`src/rtl/inst_mem_loader.sv`:
```
// Boot loader: packs a big-endian byte stream into 32-bit words, writes them to
// sequential instruction-memory addresses, then verifies a trailing XOR checksum byte.
module inst_mem_loader #(
  parameter int unsigned WORD_SIZE  = 32,
  parameter int unsigned ADDR_WIDTH = 10,
  parameter int unsigned MEM_DEPTH  = 1024
) (
  input  logic                  clk,
  input  logic                  rst,
  input  logic                  start,
  input  logic [ADDR_WIDTH:0]   word_count,
  input  logic [7:0]            byte_in,
  input  logic                  byte_valid,
  output logic                  byte_ready,
  output logic                  mem_we,
  output logic [ADDR_WIDTH-1:0] mem_addr,
  output logic [WORD_SIZE-1:0]  mem_wdata,
  output logic                  busy,
  output logic                  done,
  output logic                  error
);

  localparam logic [ADDR_WIDTH:0] LP_DEPTH = (ADDR_WIDTH+1)'(MEM_DEPTH);

  typedef enum logic [1:0] {
    S_IDLE,
    S_RECV,
    S_WRITE,
    S_CHECK
  } state_t;

  state_t                r_state;
  state_t                w_next;

  logic [ADDR_WIDTH:0]   r_count;
  logic [ADDR_WIDTH:0]   r_addr;
  logic [1:0]            r_byte_idx;
  logic [WORD_SIZE-1:0]  r_word;
  logic [7:0]            r_csum;
  logic                  r_mem_we;
  logic [ADDR_WIDTH-1:0] r_mem_addr;
  logic [WORD_SIZE-1:0]  r_mem_wdata;
  logic                  r_done;
  logic                  r_error;

  logic [ADDR_WIDTH:0]   w_count_sat;
  logic [ADDR_WIDTH:0]   w_addr_inc;
  logic [WORD_SIZE-1:0]  w_word_shift;
  logic                  w_take;

  assign w_count_sat  = (word_count > LP_DEPTH) ? LP_DEPTH : word_count;
  assign w_addr_inc   = r_addr + 1'b1;
  assign w_word_shift = {r_word[WORD_SIZE-9:0], byte_in};
  assign w_take       = byte_valid && byte_ready;

  always_ff @(posedge clk or posedge rst) begin
    if (rst) r_state <= S_IDLE;
    else     r_state <= w_next;
  end

  // byte_ready and busy decode straight from the state; everything else is registered.
  always_comb begin
    w_next     = r_state;
    byte_ready = 1'b0;
    busy       = (r_state != S_IDLE);
    case (r_state)
      S_IDLE: begin
        if (start) w_next = (w_count_sat != '0) ? S_RECV : S_CHECK;
      end
      S_RECV: begin
        byte_ready = 1'b1;
        if (byte_valid && (r_byte_idx == 2'd3)) w_next = S_WRITE;
      end
      S_WRITE: begin
        w_next = (w_addr_inc == r_count) ? S_CHECK : S_RECV;
      end
      S_CHECK: begin
        byte_ready = 1'b1;
        if (byte_valid) w_next = S_IDLE;
      end
      default: w_next = S_IDLE;
    endcase
  end

  always_ff @(posedge clk or posedge rst) begin
    if (rst) begin
      r_count     <= '0;
      r_addr      <= '0;
      r_byte_idx  <= '0;
      r_word      <= '0;
      r_csum      <= '0;
      r_mem_we    <= 1'b0;
      r_mem_addr  <= '0;
      r_mem_wdata <= '0;
      r_done      <= 1'b0;
      r_error     <= 1'b0;
    end else begin
      r_mem_we <= 1'b0;
      r_done   <= 1'b0;
      case (r_state)
        S_IDLE: begin
          if (start) begin
            r_count    <= w_count_sat;
            r_addr     <= '0;
            r_byte_idx <= '0;
            r_csum     <= '0;
            r_error    <= 1'b0;
          end
        end
        S_RECV: begin
          if (w_take) begin
            r_word     <= w_word_shift;
            r_csum     <= r_csum ^ byte_in;
            r_byte_idx <= r_byte_idx + 2'd1;
            // Write port is loaded on the 4th byte so mem_we lines up with the WRITE cycle.
            if (r_byte_idx == 2'd3) begin
              r_mem_we    <= 1'b1;
              r_mem_addr  <= r_addr[ADDR_WIDTH-1:0];
              r_mem_wdata <= w_word_shift;
            end
          end
        end
        S_WRITE: begin
          r_addr <= w_addr_inc;
        end
        S_CHECK: begin
          if (w_take) begin
            r_done  <= 1'b1;
            r_error <= (byte_in != r_csum);
          end
        end
        default: ;
      endcase
    end
  end

  assign mem_we    = r_mem_we;
  assign mem_addr  = r_mem_addr;
  assign mem_wdata = r_mem_wdata;
  assign done      = r_done;
  assign error     = r_error;

endmodule
```
`config.mk`:
```
export PLATFORM = sky130hd
export DESIGN_NAME = inst_mem_loader
export DESIGN_NICKNAME = d
export VERILOG_FILES = /design/src/rtl/inst_mem_loader.sv
export SDC_FILE = /design/constraint.sdc
export NUM_CORES = 1
export LEC_CHECK = 0
export CAP_MARGIN = 25
export CELL_PAD_IN_SITES_DETAIL_PLACEMENT = 0
export CELL_PAD_IN_SITES_GLOBAL_PLACEMENT = 1
export CORE_MARGIN = 2
export CORE_UTILIZATION = 45
export DETAILED_ROUTE_END_ITERATION = 10
export GPL_ROUTABILITY_DRIVEN = 1
export MAX_ROUTING_LAYER = met4
export PLACE_DENSITY = 0.94
export SYNTH_ARGS = -nofsm -noshare
export SYNTH_HDL_FRONTEND = slang
export SYNTH_SLANG_ARGS = --single-unit
export TNS_END_PERCENT = 5
```
`constraint.sdc`:
```
create_clock -name clk -period 6.5 [get_ports clk]
set_clock_uncertainty 0.05 [all_clocks]
set_input_delay 1.3 -clock clk [delete_from_list [all_inputs] [get_ports clk]]
set_output_delay 1.3 -clock clk [all_outputs]
set_load 0.05 [all_outputs]
```
After elaboration in Yosys (flattened, before gate mapping). Cells that the tools add are included.

Bitwise operators: 1. Muxes and demuxes: 24. Magnitude comparators: 1. Equality and inequality tests: 11. Add/sub/neg operators: 2. Reductions and logical operators: 16.

Operators by type and width (count): $mux W11 (2); $pmux W11 S2 (1); $mux W8 (2); $pmux W8 S2 (1); $mux W2 (7); $reduce_and A3 Y1 (4); $add A11 B1 Y11 const B (1); $eq A11 B11 Y1 (1); $gt A11 B11 Y1 const B (1); $reduce_bool A11 Y1 (1); $ne A2 B2 Y1 const B (5); $mux W1 (8); $ne A8 B8 Y1 (1); $pmux W2 S4 (1); $reduce_bool A2 Y1 (4); $xor A8 B8 Y8 (1); $eq A2 B2 Y1 const B (3); $reduce_and A2 Y1 (3); $pmux W2 S2 (1); $add A2 B1 Y2 const B (1); $eq A2 B1 Y1 const B (1); $logic_and A1 B1 Y1 (2); $logic_not A2 Y1 (1); $pmux W1 S2 (1); $reduce_or A2 Y1 (1).

Register bits: 103. Input bits: 23.

Logic depth before layout (Yosys ltp). Gate-level depths: netlist of run 1.

Word-level depth: 6. Mapped depth: 8. Depth with buffers taken out: 7.

Least setup slack after synthesis of run 1. OpenSTA, ideal clock, no wires.

Path type: input to register. From: input byte_valid. To: register r_mem_wdata[23] (netlist: mem_wdata[23]). Buffers on the path: 1. Data arrival time: 2.446 ns. Data required time: 6.322 ns. Slack: 3.876 ns. Cell stages on the path: 5. Cell sequence: nand2_1 nor2_1 nand2_1 clkbuf_1 mux2_1.

Longest elaborated chain between the ends: 2.

RTL lines: from (decl) (line 13) `input logic byte_valid,`; $logic_and A1 B1 Y1 (line 54) `assign w_take = byte_valid && byte_ready;`; $reduce_and A3 Y1 (no line); to (signal assigned) (line 119) `r_mem_wdata <= w_word_shift;`; to (decl) (line 42) `logic [WORD_SIZE-1:0] r_mem_wdata;`.

Every way passes these cells. A chain may end at the register's enable or synchronous reset.

Final worst setup path of run 1.
From: register r_state[0]. To: output busy.

Longest elaborated chain between the ends: 1.

RTL lines: from (decl) (line 32) `state_t r_state;`; from (signal assigned) (line 58) `else r_state <= w_next;`; $reduce_bool A2 Y1 (line 65) `busy = (r_state != S_IDLE);`; to (decl) (line 18) `output logic busy,`.

Every way passes these cells.

==> reports/metrics.csv, run 1 <==
stage,metric,value,unit
status,status,finished clean,
clock_tree,cts_hold_buffers,0,
detailed_routing,drc,0,
floorplan,die_h,105,µm
placed_design,dp_cells,613,
final_layout,num_antenna_cells,0,
synth,synthCells,437,
synth,synth_area_leaders,"dfrtp_1 56%, mux2_2 9.4%, nand2_1 8.9%",
clock_tree,clockRootBuffer,clkbuf_8,
timing,setup_viol_count_final,0,
power,p_leak,2.56,nW
floorplan,ios,70,
clock_tree,cts_resized,0,
final_layout,syn2layout_area_growth,21.8,%
final_layout,stdcell_count,632,
clock_tree,cts_tree,built,
timing,fmax,290,MHz
floorplan,start_util,46.6,%
hold_path,hold_path.class,flip-flop to flip-flop,
detailed_routing,drt_iter0_markers,190,
timing,slew_viol_final,0,
detailed_routing,wirelength,9500,µm
setup_path,crit_buf_inv,2,
final_layout,final.fill_count,893,
grt,gr-total-overflow,0,
setup_path,cpLargestDelayFamily,buffers and inverters,
detailed_routing,vias_per_cell,5.23,
synth,syn_area_per_cell,10.5,µm²
timing,finalHoldViolCount,0,
synth,syn-cell-area,4580,µm²
synth,ys_seq_elements,103,
run,maxCapViolCount,0,
synth,synth_warnings,0,
setup_path,crit_chain,nor2_1 > inv_1 > clkdlybuf4s50_1,
timing,worst_pin_slew,0.866,ns
synth,synth_edf_count,0,
grt,antenna_found_initial,0,
floorplan,die-width,105,µm
synth,synth_top_flop_cell,dfrtp_1,
floorplan,core_area,9820,µm²
timing,fin_crit,3.45,ns
detailed_routing,wire_per_inst,15.0,µm
setup_path,critPathKind,flip-flop to output port,
synth,async_flop_share,100,%
setup_path,setup.worst_path.start_class,flip-flop,
placed_design,dp_hpwl,6410,µm
synth,synthTopCellsByCount,"108 x nand2_1, 103 x dfrtp_1, 38 x mux2_2, 34 x o21ai_0, 26 x clkbuf_1",
clock_tree,h-tree-depth,3,
setup_path,cp.required,5.15,ns
setup_path,path_max_fanout,18,
detailed_routing,drtPass1Iterations,5,
clock_tree,insertion_delay,0.36,ns
placed_design,portBuffers,69,
power,power.density,514,nW/µm²
detailed_routing,postRouteAntennaNets,0,
clock_tree,cts_buffers,9,
final_layout,drive_above_1_share,12.8,%
timing,fin_setup_tns,0,ns
clock_tree,cts_setup_buffers,0,
setup_path,cp_slowest_cell,clkdlybuf4s50_1,
floorplan,design.die.area,11000,µm²
grt,grt_pass1_wl,16300,µm
timing,slew-limit-headroom,42.2,%
clock_tree,numClockSinks,103,
grt,grt_pass1_vias,3479,
grt,grt.total_usage,18.9,%
setup_path,endpoint_kind,output port,
timing,rsz0062_at_grt,false,
synth,syn_nets,462,
floorplan,rows,36,
synth,post-synth-top-area-cell,dfrtp_1,
synth,synth_top_cell_area_share,56.3,%
setup_path,cpPeakStageDelay,0.79,ns
synth,yosysSeqAreaShare,56.3,%
synth,yosysMostFrequentCell,nand2_1,
placed_design,gp_congestion,0.788,
clock_tree,cts_buffer_depth,2,
grt,grt_max_degree,85,
synth,synth_cell_type_count,38,
setup_path,worstPathArrival,2.10,ns
timing,finalCritPeriodShare,53.0,%
final_layout,fin_nets,519,
power,vdd_drop_max,0.281,mV
detailed_routing,vias,3306,
clock_tree,clkTransAtPathRegs,0.10,ns
## where the power goes
group	total [mW]	switching (mW)	internal [mW]
clock	0.353	0.214	0.140
sequential	1.18	0.256	0.921
combinational	1.34	0.817	0.520
total	2.87	1.29	1.58
## layer usage
metal	track usage, %	vias up	part of all wire (%)
met5	-	-	0
met4	5.90	0	1.5
met3	3.68	16	4.1
met1	22.8	1629	43
li1	-	1596	-
met2	32.2	65	51
## metrics by stage
step	utilization, %	hold WS (ns)	worst slack (ns)	power [mW]	cell area, µm²
floorplan	-	0.389	2.45	2.08	4580
finish	56.8	0.429	3.05	2.87	5580
CTS	56.1	0.431	2.42	2.88	5510
global route	56.8	0.464	2.95	3.05	5580
global placement	54.4	0.409	2.18	2.47	5350
detailed placement	54.4	0.411	2.00	2.52	5350
## area by class of cell
| class | instances | area [µm²] | share of cell area, % |
|---|---|---|---|
| Clock inverter | 5 | 35.0 | 0.628 |
| Sequential cell | 103 | 2580 | 46.2 |
| Clock buffer | 11 | 131 | 2.36 |
| Tap cell | 133 | 166 | 2.98 |
| Multi-Input combinational cell | 301 | 1880 | 33.6 |
| Inverter | 5 | 21.3 | 0.382 |
| Timing Repair Buffer | 74 | 768 | 13.8 |
## cell usage in the layout, fill, tap and decap left out, drive strengths merged, types with 6 or more instances in the layout
master,synthesis,layout
nor2,13,13
mux2i,7,7
nand2,109,109
nand3,11,11
o21ai,34,34
mux2,45,45
nand2b,13,13
clkdlybuf4s50,0,69
nor4,6,6
a22o,6,6
a21oi,12,12
nor3,7,7
xnor2,12,12
dfrtp,103,103
clkbuf,26,11
## cells by family after synthesis
| family | Yosys count | share of synthesized area [%] |
|---|---|---|
| AO/OA/AOI/OAI | 62 | 7.96 |
| AND/OR/NAND/NOR | 168 | 16.5 |
| flip-flops | 103 | 56.3 |
| buffers and inverters | 33 | 2.79 |
| multiplexers | 52 | 12.6 |
| XOR/XNOR | 17 | 3.25 |
| adder cells (fa/ha/maj) | 2 | 0.547 |
## worst paths after layout
path | startpoint | endpoint | slack, ns | cells after the start
worst max-delay path | r_state[0] | busy | 3.05 | 3
worst min-delay path | r_word[19] | r_word[19] | 0.43 | 2
worst max register to register | r_addr[0] | r_state[1] | 4.12 | 6
worst min register to register | r_word[19] | r_word[19] | 0.43 | 2
max in group asynchronous | rst | mem_wdata[29] | 4.35 | 4
min in group asynchronous | rst | r_state[0] | 1.17 | 2
## flip-flops by register name, summed over array words and instances, names as in the netlist
| signal | cells |
|---|---|
| mem_addr | 10 |
| r_state | 2 |
| mem_we | 1 |
| r_csum | 8 |
| r_byte_idx | 2 |
| mem_wdata | 32 |
| error | 1 |
| r_addr | 11 |
| done | 1 |
| r_count | 11 |
| r_word | 24 |
## worst reg2reg max path, stage by stage (launching register included)
cell      delay (ns)
dfrtp_1         0.53
ha_1            0.47
a21oi_1         0.12
nor4_1          0.29
o211ai_1        0.15
or4_1           0.51
o31ai_2         0.18
(Power assumes the default switching activity.)
==> inputs of run 2 (changes only) <==
CORE_UTILIZATION = 38   (was 45)
PLACE_DENSITY = 0.86   (was 0.94)
clock period = 2.9 ns   (was 6.5 ns; I/O delays follow)
==> run 2 against run 1 <==
Sequential cell count stayed put; design area grew 3.6%; count of clock-buffer cells in the layout is 2 lower; cell count up 3.0%; via count rose by 1.5%; sequential power rose by 120%; critical path depth is the same; total power rose by 140%; worst hold slack lost 0.0014 ns; critical endpoint unchanged; largest cell class unchanged.
==> reports/metrics.csv, run 2 (synthesis gave the netlist of run 1 again) <==
stage,metric,value,unit,change
timing,setup_viol_count_final,0,,unchanged
timing,rsz0062_at_grt,false,,unchanged
clock_tree,clockRootBuffer,clkbuf_16,,was clkbuf_8
clock_tree,h-tree-depth,3,,unchanged
placed_design,place_ws,0.580,ns,was 2.00 ns
timing,slew_viol_final,0,,unchanged
grt,grt_pass1_vias,3377,,"was 3,479"
grt,met2_usage,26.9,%,was 32.2%
setup_path,crit_chain,nor2_1 > inv_1 > clkdlybuf4s50_1,,unchanged
detailed_routing,vias,3354,,"was 3,306"
placed_design,dp_hpwl,6770,µm,was 6410 µm
timing,worst_pin_slew,0.564,ns,was 0.866 ns
final_layout,mostFrequentLayoutCells,"107 x nand2_1, 103 x dfrtp_1, 69 x clkdlybuf4s50_1",,unchanged
timing,finalCritPeriodShare,84.7,%,
detailed_routing,vias_per_cell,5.15,,was 5.23
power,p_leak,2.64,nW,was 2.56 nW
setup_path,cp.required,2.27,ns,was 5.15 ns
final_layout,final.fill_count,1068,,was 893
detailed_routing,wire_per_inst,14.7,µm,was 15.0 µm
final_layout,fin_nets,524,,was 519
final_layout,num_antenna_cells,0,,unchanged
clock_tree,cts_tree,built,,unchanged
final_layout,drive_above_1_share,14.1,%,was 12.8%
detailed_routing,postRouteAntennaNets,0,,unchanged
clock_tree,cts_hold_buffers,0,,unchanged
final_layout,stdcell_count,651,,was 632
power,power.density,1190,nW/µm²,was 514 nW/µm²
grt,gr-usage-met1,19.7,%,was 22.8%
setup_path,path_max_fanout,9,,was 18
timing,slew-limit-headroom,62.3,%,was 42.2%
setup_path,r2r_setup_slack,0.58,ns,was 4.12 ns
grt,grt_pass1_wl,16300,µm,about the same
grt,grt_max_degree,61,,was 85
setup_path,cp_slowest_cell,clkdlybuf4s50_1,,unchanged
floorplan,ios,70,,unchanged
setup_path,critPathKind,flip-flop to output port,,unchanged
status,status,finished clean,,unchanged
final_layout,largest_reg_flops,32,,unchanged
timing,fin_crit,2.46,ns,
floorplan,design.die.area,12900,µm²,"was 11,000 µm²"
final_layout,final_common_cell,nand2_1,,unchanged
final_layout,syn2layout_area_growth,26.3,%,was 21.8%
floorplan,start_util,38.6,%,was 46.6%
timing,fin_setup_tns,0,ns,unchanged
floorplan,rows,40,,was 36
detailed_routing,drc,0,,unchanged
setup_path,endpoint_kind,output port,,unchanged
detailed_routing,drtPass1Iterations,4,,was 5
timing,timing.final.ws_setup,0.444,ns,was 3.05 ns
setup_path,cpPeakStageDelay,0.79,ns,about the same
floorplan,core_area,11900,µm²,was 9820 µm²
hold_path,hold_path.class,primary input to asynchronous set/reset pin,,was flip-flop to flip-flop
timing,fmax,407,MHz,
power,vdd_drop_max,0.752,mV,was 0.281 mV
clock_tree,insertion_delay,0.34,ns,was 0.36 ns
grt,grt.busiest_layer,met2,,unchanged
clock_tree,clkTransAtPathRegs,0.08,ns,was 0.10 ns
clock_tree,cts_buffers,9,,unchanged
setup_path,rr_worst_depth,6,,unchanged
placed_design,dp_cells,635,,was 613
run,maxCapViolCount,0,,unchanged
grt,antenna_found_initial,0,,unchanged
setup_path,timing.rr.start,r_addr[0],,unchanged
floorplan,die_h,114,µm,was 105 µm
grt,gr-total-overflow,0,,unchanged
setup_path,worstPathArrival,1.83,ns,was 2.10 ns
detailed_routing,wirelength,9560,µm,was 9500 µm
placed_design,gp_congestion,0.850,,was 0.788
clock_tree,cts_resized,0,,unchanged
clock_tree,cts_setup_buffers,0,,unchanged
grt,met3_usage,3.88,%,was 3.68%
timing,finalHoldViolCount,0,,unchanged
setup_path,worstReg2RegEnd,r_state[1],,unchanged
setup_path,setup.worst_path.start_class,flip-flop,,unchanged
clock_tree,cts_buffer_depth,2,,unchanged
placed_design,portBuffers,69,,unchanged
floorplan,die-width,114,µm,was 105 µm
clock_tree,numClockSinks,103,,unchanged
detailed_routing,drt_iter0_markers,144,,was 190
grt,grt.total_usage,16.3,%,was 18.9%
[run 2: cell count changes in the layout (fill, tap and decap cells not counted), moves of 2 or more]
cell,previous run,this run
buf_4,2,7
clkinv_2,2,0
clkinv_8,0,3
clkbuf_8,9,0
clkbuf_1,2,0
clkbuf_16,0,9
buf_12,1,3
[run 2: worst max-delay path: cells and delay by family, from the launching register on]
kind,cells,cell delay [ns]
buf+inv,2,0.85
flops,1,0.53
simple gates,1,0.10
[run 2: metal layers]
metal / vias up / wire length [µm]
met5: - / 0
li1: 1608 / -
met4: 0 / 148
met3: 14 / 447
met2: 73 / 4900
met1: 1659 / 4060
[run 2: worst max-delay path by stage]
stage | slack (ns) | cells after the start | endpoint | startpoint
2_1_floorplan | 0.95 | 8 | r_state[1] | r_addr[1]
3_3_place_gp | 0.60 | 6 | mem_wdata[26] | byte_valid
3_5_place_dp | 0.58 | 6 | r_state[1] | r_addr[0]
4_1_cts | 0.42 | 3 | busy | r_state[1]
5_1_grt | 0.36 | 3 | busy | r_state[1]
6_report | 0.44 | 3 | busy | r_state[1]
[run 2: layout make-up]
type | count | area (µm²) | share of cell area (%)
sequential | 103 | 2580 | 44.6
multi-input combinational | 301 | 1880 | 32.5
timing repair buffer | 79 | 803 | 13.9
clock buffer | 9 | 225 | 3.90
tap | 147 | 184 | 3.18
clock inverter | 7 | 90.1 | 1.56
inverter | 5 | 22.5 | 0.390
[run 2: through the flow]
step / area, µm² / util, % / total power [mW] / hold slack [ns]
floorplan: 4580 / - / 4.67 / 0.389
global placement: 5460 / 46.1 / 5.63 / 0.406
detailed placement: 5460 / 46.1 / 5.70 / 0.414
CTS: 5780 / 48.7 / 6.95 / 0.421
global route: 5780 / 48.7 / 7.30 / 0.436
finish: 5780 / 48.7 / 6.86 / 0.428
[run 2: power by group]
part	internal (mW)	switching (mW)
clock network	0.619	0.593
logic	1.18	1.87
registers	2.07	0.524
total	3.87	2.99
==> inputs of run 3 (changes only) <==
CORE_UTILIZATION = 42   (was 38)
PLACE_DENSITY = 0.89   (was 0.86)
clock period = 2.5 ns   (was 2.9 ns; I/O delays follow)
==> run 3 against run 2 <==
Combinational power grew 17%; utilization grew 3.8 points; worst hold slack gained 0.0042 ns; total power grew 10%; sequential share of layout area grew 1.1 points; critical path depth grew 3; cell count shrank 0.61%; critical path type is now flip-flop to flip-flop; critical endpoint is now r_state[1]; largest cell class unchanged.
==> reports/metrics.csv, run 3 (synthesis gave the netlist of run 1 again) <==
stage,metric,value,unit,change
floorplan,rows,38,,was 40
clock_tree,insertion_delay,0.38,ns,was 0.34 ns
final_layout,num_antenna_cells,0,,unchanged
timing,rsz0062_at_grt,false,,unchanged
grt,grt_max_degree,41,,was 61
setup_path,path_max_fanout,8,,was 9
grt,grt.total_usage,18.7,%,was 16.3%
clock_tree,h-tree-depth,3,,unchanged
final_layout,final.fill_count,990,,"was 1,068"
floorplan,design.die.area,11700,µm²,"was 12,900 µm²"
floorplan,ios,70,,unchanged
placed_design,place_area,5460,µm²,about the same
floorplan,core_area,10700,µm²,"was 11,900 µm²"
detailed_routing,vias,3349,,"was 3,354"
setup_path,worstPathArrival,2.56,ns,was 1.83 ns
clock_tree,cts_buffer_depth,2,,unchanged
timing,worst_pin_slew,0.553,ns,was 0.564 ns
final_layout,final_common_cell,nand2_1,,unchanged
timing,fmax,429,MHz,
placed_design,gp_congestion,0.867,,was 0.850
detailed_routing,drc,0,,unchanged
final_layout,drive_above_1_share,14.6,%,was 14.1%
power,power.density,1340,nW/µm²,was 1190 nW/µm²
timing,slew-limit-headroom,63.0,%,was 62.3%
grt,antenna_found_initial,0,,unchanged
timing,fin_crit,2.33,ns,
final_layout,largest_reg_flops,32,,unchanged
timing,finalCritPeriodShare,93.3,%,
detailed_routing,drt_iter0_markers,146,,was 144
detailed_routing,drtPass1Iterations,4,,unchanged
clock_tree,clkTransAtPathRegs,0.10,ns,was 0.08 ns
timing,setup_viol_count_final,0,,unchanged
grt,grt_pass1_vias,3517,,"was 3,377"
detailed_routing,postRouteAntennaNets,0,,unchanged
grt,gr-total-overflow,0,,unchanged
final_layout,final_core_util,52.5,%,was 48.7%
final_layout,syn2layout_area_growth,23.3,%,was 26.3%
setup_path,critPathKind,flip-flop to flip-flop,,was flip-flop to output port
clock_tree,cts_tree,built,,unchanged
floorplan,die-width,108,µm,was 114 µm
grt,grt_pass1_wl,16800,µm,"was 16,300 µm"
final_layout,fin_nets,527,,was 524
setup_path,setup.worst_path.start_class,flip-flop,,unchanged
power,p_leak,2.59,nW,was 2.64 nW
power,vdd_drop_max,0.799,mV,was 0.752 mV
placed_design,place_ws,0.114,ns,was 0.580 ns
placed_design,portBuffers,69,,unchanged
status,status,finished clean,,unchanged
final_layout,final-seq-area,2580,µm²,unchanged
detailed_routing,vias_per_cell,5.18,,was 5.15
placed_design,dp_hpwl,6940,µm,was 6770 µm
clock_tree,numClockSinks,103,,unchanged
setup_path,endpoint_kind,flip-flop,,was output port
clock_tree,cts_buffers,9,,unchanged
detailed_routing,wire_per_inst,15.3,µm,was 14.7 µm
clock_tree,clockRootBuffer,clkbuf_8,,was clkbuf_16
setup_path,cp.required,2.72,ns,was 2.27 ns
timing,finalHoldViolCount,0,,unchanged
hold_path,hold_path.class,flip-flop to flip-flop,,was primary input to asynchronous set/reset pin
final_layout,mostFrequentLayoutCells,"107 x nand2_1, 103 x dfrtp_1, 68 x clkdlybuf4s50_1",,"was 107 x nand2_1, 103 x dfrtp_1, 69 x clkdlybuf4s50_1"
timing,timing.final.ws_setup,0.166,ns,was 0.444 ns
final_layout,multi_input_area,1880,µm²,about the same
final_layout,design_area,5640,µm²,was 5780 µm²
timing,slew_viol_final,0,,unchanged
timing,fin_setup_tns,0,ns,unchanged
floorplan,die_h,108,µm,was 114 µm
run,maxCapViolCount,0,,unchanged
floorplan,start_util,42.6,%,was 38.6%
detailed_routing,wirelength,9910,µm,was 9560 µm
-- run 3: cell types whose count changed in the layout (fill, tap and decap cells not counted), sizes merged --
cell	change
clkdlybuf4s50	-1
clkinvlp	-1
clkinv	-4
buf	+4
inv	+3
clkbuf	+2
-- run 3: worst paths after layout --
path | cells past startpoint | end | from | slack (ns)
worst min-delay path | 2 | r_word[17] | r_word[17] | 0.43
max in group asynchronous | 3 | r_count[8] | rst | 1.34
min in group asynchronous | 2 | done | rst | 0.46
worst min register to register | 2 | r_word[17] | r_word[17] | 0.43
worst max register to register | 6 | r_state[1] | r_addr[0] | 0.17
worst max-delay path | 6 | r_state[1] | r_addr[0] | 0.17
-- run 3: area by class of cell --
type,instances,share of cell area (%)
Timing Repair Buffer,82,14.4
Sequential cell,103,45.7
Clock inverter,5,0.821
Tap cell,140,3.10
Inverter,5,0.399
Multi-Input combinational cell,301,33.3
Clock buffer,11,2.33
-- run 3: layer usage --
metal	share of wire (%)	up-vias	GRT usage [%]
li1	-	1602	-
met1	44	1671	22.5
met2	51	65	31.5
met3	4.2	11	4.58
met4	1.2	0	4.95
met5	0	-	-
-- run 3: worst max-delay path, stage by stage, from the launching register on --
cell and delay (ns):
dfrtp_1 0.55, ha_2 0.38, a21oi_1 0.10, nor4_1 0.29, o211ai_1 0.15, or4_1 0.51, o31ai_2 0.21
-- run 3: report_power, final --
group / switching [mW] / leakage, nW / internal [mW]
clock: 0.604 / 0.0908 / 0.383
sequential: 0.587 / 1.31 / 2.40
combinational: 2.20 / 1.19 / 1.38
-- run 3: stage by stage --
| step | power (mW) | std cells | hold slack [ns] |
|---|---|---|---|
| floorplan | 5.42 | 437 | 0.389 |
| global placement | 6.51 | 631 | 0.407 |
| detailed placement | 6.62 | 631 | 0.411 |
| CTS | 7.62 | 647 | 0.437 |
| global route | 8.04 | 647 | 0.460 |
| finish | 7.55 | 647 | 0.432 |
-- run 3: timing repair --
action,4_1_cts,5_1_grt
hold buffers,0,0
setup buffers,0,0
gates resized for setup,0,1
endpoints found under the setup margin,0,1
